File: src/rtl/dsp_mem_seq_ctrl.sv
// Staged reset/enable bring-up for a retimer, a set of memory banks and a
// frame-sync block, with a programmable per-step dwell.
module dsp_mem_seq_ctrl #(
  parameter int NUM_BANKS    = 16,
  parameter int FRAME_LENGTH = 64,
  parameter int DlyWidth     = 8
) (
  input  logic                    i_clk,
  input  logic                    i_rst,
  input  logic                    i_start,
  input  logic                    i_abort,
  input  logic [NUM_BANKS-1:0]    i_bank_mask,
  input  logic [DlyWidth-1:0]     i_cfg_dly,
  input  logic [FRAME_LENGTH-1:0] i_cfg_fs_syncword,
  output logic                    o_rst_retime,
  output logic [NUM_BANKS-1:0]    o_wrst_bank,
  output logic [NUM_BANKS-1:0]    o_rrst_bank,
  output logic                    o_rrst_fs,
  output logic                    o_en_retime,
  output logic [NUM_BANKS-1:0]    o_en_bank,
  output logic                    o_en_fs,
  output logic [FRAME_LENGTH-1:0] o_cfg_fs_syncword,
  output logic                    o_busy,
  output logic                    o_done,
  output logic [2:0]              o_state
);

  typedef enum logic [2:0] {
    IDLE   = 3'd0,
    HOLD   = 3'd1,
    RETIME = 3'd2,
    BANK   = 3'd3,
    FS     = 3'd4,
    RUN    = 3'd5
  } state_t;

  state_t               state;
  logic [DlyWidth-1:0]  cnt;
  logic [DlyWidth-1:0]  dly_q;
  logic [NUM_BANKS-1:0] rem;
  logic [NUM_BANKS-1:0] low;

  // Banks still waiting; the lowest one left is released next.
  assign low     = rem & (~rem + NUM_BANKS'(1));
  assign o_state = state;

  always_ff @(posedge i_clk or posedge i_rst) begin
    if (i_rst) begin
      state             <= IDLE;
      cnt               <= '0;
      dly_q             <= '0;
      rem               <= '0;
      o_rst_retime      <= 1'b1;
      o_wrst_bank       <= '1;
      o_rrst_bank       <= '1;
      o_rrst_fs         <= 1'b1;
      o_en_retime       <= 1'b0;
      o_en_bank         <= '0;
      o_en_fs           <= 1'b0;
      o_cfg_fs_syncword <= '0;
      o_busy            <= 1'b0;
      o_done            <= 1'b0;
    end else if (i_abort) begin
      state        <= IDLE;
      cnt          <= '0;
      rem          <= '0;
      o_rst_retime <= 1'b1;
      o_wrst_bank  <= '1;
      o_rrst_bank  <= '1;
      o_rrst_fs    <= 1'b1;
      o_en_retime  <= 1'b0;
      o_en_bank    <= '0;
      o_en_fs      <= 1'b0;
      o_busy       <= 1'b0;
      o_done       <= 1'b0;
    end else begin
      case (state)
        IDLE, RUN: begin
          if (i_start) begin
            state             <= HOLD;
            cnt               <= i_cfg_dly;
            dly_q             <= i_cfg_dly;
            rem               <= i_bank_mask;
            o_cfg_fs_syncword <= i_cfg_fs_syncword;
            o_rst_retime      <= 1'b1;
            o_wrst_bank       <= '1;
            o_rrst_bank       <= '1;
            o_rrst_fs         <= 1'b1;
            o_en_retime       <= 1'b0;
            o_en_bank         <= '0;
            o_en_fs           <= 1'b0;
            o_busy            <= 1'b1;
            o_done            <= 1'b0;
          end
        end
        HOLD: begin
          if (cnt == '0) begin
            state        <= RETIME;
            cnt          <= dly_q;
            o_rst_retime <= 1'b0;
            o_en_retime  <= 1'b1;
          end else begin
            cnt <= cnt - DlyWidth'(1);
          end
        end
        RETIME, BANK: begin
          if (cnt == '0) begin
            cnt <= dly_q;
            if (rem != '0) begin
              state       <= BANK;
              rem         <= rem & ~low;
              o_wrst_bank <= o_wrst_bank & ~low;
              o_rrst_bank <= o_rrst_bank & ~low;
              o_en_bank   <= o_en_bank | low;
            end else begin
              state     <= FS;
              o_rrst_fs <= 1'b0;
              o_en_fs   <= 1'b1;
            end
          end else begin
            cnt <= cnt - DlyWidth'(1);
          end
        end
        FS: begin
          if (cnt == '0) begin
            state  <= RUN;
            o_busy <= 1'b0;
            o_done <= 1'b1;
          end else begin
            cnt <= cnt - DlyWidth'(1);
          end
        end
        default: begin
          state  <= IDLE;
          o_busy <= 1'b0;
          o_done <= 1'b0;
        end
      endcase
    end
  end

endmodule

File: config.mk
export PLATFORM = sky130hd
export DESIGN_NAME = dsp_mem_seq_ctrl
export DESIGN_NICKNAME = d
export VERILOG_FILES = /design/src/rtl/dsp_mem_seq_ctrl.sv
export SDC_FILE = /design/constraint.sdc
export NUM_CORES = 1
export LEC_CHECK = 0
export CAP_MARGIN = 20
export CORE_UTILIZATION = 60
export CTS_BUF_LIST = sky130_fd_sc_hd__clkbuf_8 sky130_fd_sc_hd__clkbuf_16
export DETAILED_ROUTE_END_ITERATION = 7
export DONT_BUFFER_PORTS = 1
export MAX_ROUTING_LAYER = met4
export PLACE_DENSITY = 0.76
export SLEW_MARGIN = 0
export SYNTH_ARGS = -nofsm -noshare
export SYNTH_HDL_FRONTEND = slang
export SYNTH_SLANG_ARGS = --single-unit
File: constraint.sdc
create_clock -name i_clk -period 9 [get_ports i_clk]
set_clock_uncertainty 0.1 [all_clocks]
set_input_delay 2.7 -clock i_clk [delete_from_list [all_inputs] [get_ports i_clk]]
set_output_delay 2.7 -clock i_clk [all_outputs]
set_load 0.01 [all_outputs]
==> out/results.tsv <==
metric	value	unit
status	complete, no violations	
place_congestion	0.933	
rsz0062_at_grt	no	
yosys_warnings	0	
synthCells	537	
io_buffers	0	
drt_iter0_drc	263	
syn_avg_cell_area	12.1	um2
synth_top_cell_by_area	dfrtp_1	
setup_violations	0	
synth_adder_area_share	0.193	%
num_vias	4316	
grt_overflow_total	0	
slew_viol_final	0	
crit_chain	nor2b_1, nand2_1, nor2_4, buf_4, mux2_2	
vias_per_cell	6.35	
chipHeight	106	um
antennaDiodeCount	0	
async_reset_ff_share	100	%
drive_gt1_share	28.5	%
yosysMostFrequentCell	dfrtp_1	
muxShareOfSynthArea	12.5	%
syn_nets	630	
clock-root-buffer	clkbuf_8	
synth-compound-area-share	11.9	%
synth_common_cells	dfrtp_1 (119), mux2_2 (71), nor2_1 (38)	
antenna_left	0	
post_cts_buffers	0	
synthFlopType	dfrtp_1	
clk_latency	0.52	ns
core_area	10400	um2
synth.area.top_cells	dfrtp_1 (46%), dfstp_2 (14%), mux2_2 (12%)	
synthSimpleGateAreaFrac	11.7	%
num_rows	37	
yosysUniqueCellTypes	60	
hp-class	reg2reg	
ios	213	
end_kind	flop	
grt_max_degree	87	
die_w	106	um
synth_area	6470	um2
path_buf_inv	1	
dp.cells	646	
grt_util_all_layers	28.4	%
finalNonFillerCells	680	
period_needed	4.72	ns
start_util	62.4	%
critPathTopFamily	simple AND/OR/NAND/NOR gates	
vdd_drop_max	0.000174	V
cp_max_fo	53	
hpwl	10.1	mm
synth_top_cell_area_share	46.0	%
cts_tree	done	
final_hold_viol_count	0	
max_freq	212	MHz
grt_pass1_vias	4469	
die-area	11200	um2
criticalPathCategory	in2reg	
maxSlewHeadroom	30.0	%
routed_wirelength	14.8	mm
p_leak	3.02	nW
first_pass_iters	5	
grt_pass1_wl	23.5	mm
clock_path_buffers	2	
fin_nets	624	
ys_seq_area_share	59.8	%
required	9.31	ns
slowest_stage	nor2_4	
cp-start-kind	input pin	
postCtsHoldBufs	0	
cts_resized	0	
synth_seq_cells	153	
synth_edf_count	0	
synth_top_family_by_area	multiplexers	
drc	0	
synthXorXnorAreaFrac	0.406	%
htree_levels	4	
clk_pin_slew	0.06	ns
cellPowerDensity	277	nW/um2
clock-sinks	153	
setup_tns	0	ns
area_growth	10.5	%
antenna_found_initial	0	
wl_per_cell	21.7	um
arrival	5.02	ns
worstMarginPinSlew	1.04	ns
maxCapViolCount	0	
fin_crit_sh	52.4	%
cts_buffers	17	
slowest_delay	0.77	ns
## where the power goes
group / leakage, nW / switching, mW / total (mW) / internal [mW]
sequential: 1.84 / 0.159 / 0.981 / 0.823
combinational: 0.894 / 0.177 / 0.333 / 0.156
clock: 0.281 / 0.275 / 0.665 / 0.390
## sequential cells by signal, indices dropped and copies added, names as in the netlist, 3 cells and up
signal and count:
o_cfg_fs_syncword 64, dly_q 8, cnt 8, o_wrst_bank 16, rem 16, o_rrst_bank 16, o_en_bank 16, o_state 3
## cells in the final DEF (no fill, tap or decap), types with 3 or more instances in the layout
master       n
a211oi_1     4
a21o_1      11
a21oi_1     13
a221o_1      8
a221oi_1     3
a22o_1       7
buf_4        3
clkbuf_16   16
clkinv_2     5
dfrtp_1    119
dfstp_2     34
inv_1       27
mux2_2      71
nand2_1     36
nand3_1     14
nor2_1      37
nor3_1      14
nor4_1       8
o211ai_1     3
o21a_1       4
o21ai_0     25
o22a_1       8
o22ai_1      3
o31ai_1      3
o32ai_1      3
or2_2        3
or3_1        4
or4_1        4
xnor2_1      3
## metrics by stage
| step | power, mW | cell area (um2) | hold slack [ns] | util (%) | setup slack [ns] |
|---|---|---|---|---|---|
| after CTS | 1.98 | 7100 | 0.389 | 68.5 | 4.32 |
| final | 1.98 | 7160 | 0.389 | 69.0 | 4.28 |
| after global placement | 1.29 | 6550 | 0.372 | 63.2 | 3.84 |
| after global routing | 2.06 | 7160 | 0.410 | 69.0 | 4.08 |
| after floorplan | 1.23 | 6470 | 0.365 | - | 2.13 |
| after detailed placement | 1.31 | 6550 | 0.378 | 63.2 | 3.77 |
## cell families after synthesis
family,after synthesis
compound gates,108
xor+xnor,3
fa+ha+maj,1
buf+inv,55
flops,153
mux,72
simple gates,145
## layer usage
metal | vias up | routed length [um] | global-route usage [%] | part of all wire, %
li1 | 1917 | - | - | -
met4 | 0 | 412 | 11.6 | 2.8
met3 | 27 | 1200 | 7.36 | 8.1
met2 | 209 | 7290 | 44.0 | 49
met1 | 2163 | 5880 | 35.9 | 40
met5 | - | 0 | - | 0
## worst min-delay path, delay by kind of cell (launching register included)
kind             cells  cell delay, ns
flip-flops           1            0.39
AND/OR/NAND/NOR      2            0.10
## path summary, 6_finish.rpt
check | cells past startpoint | slack, ns | start | endpoint
max | 5 | 4.28 | i_start | o_cfg_fs_syncword[0]
min | 2 | 0.39 | o_wrst_bank[5] | o_wrst_bank[5]
max reg2reg | 5 | 5.68 | o_state[2] | o_cfg_fs_syncword[0]
min reg2reg | 2 | 0.39 | o_wrst_bank[5] | o_wrst_bank[5]
max in group asynchronous | 3 | 5.66 | i_rst | o_wrst_bank[6]
min in group asynchronous | 1 | 2.00 | i_rst | o_cfg_fs_syncword[32]
## area by class of cell
class	count	area, um2
timing repair buffer	5	77.6
tap	136	170
fill	752	3210
sequential	153	3870
multi-input combinational	329	2390
clock buffer	17	414
inverter	25	98.8
clock inverter	15	138
Note: power is estimated with default switching activity, not from simulation.
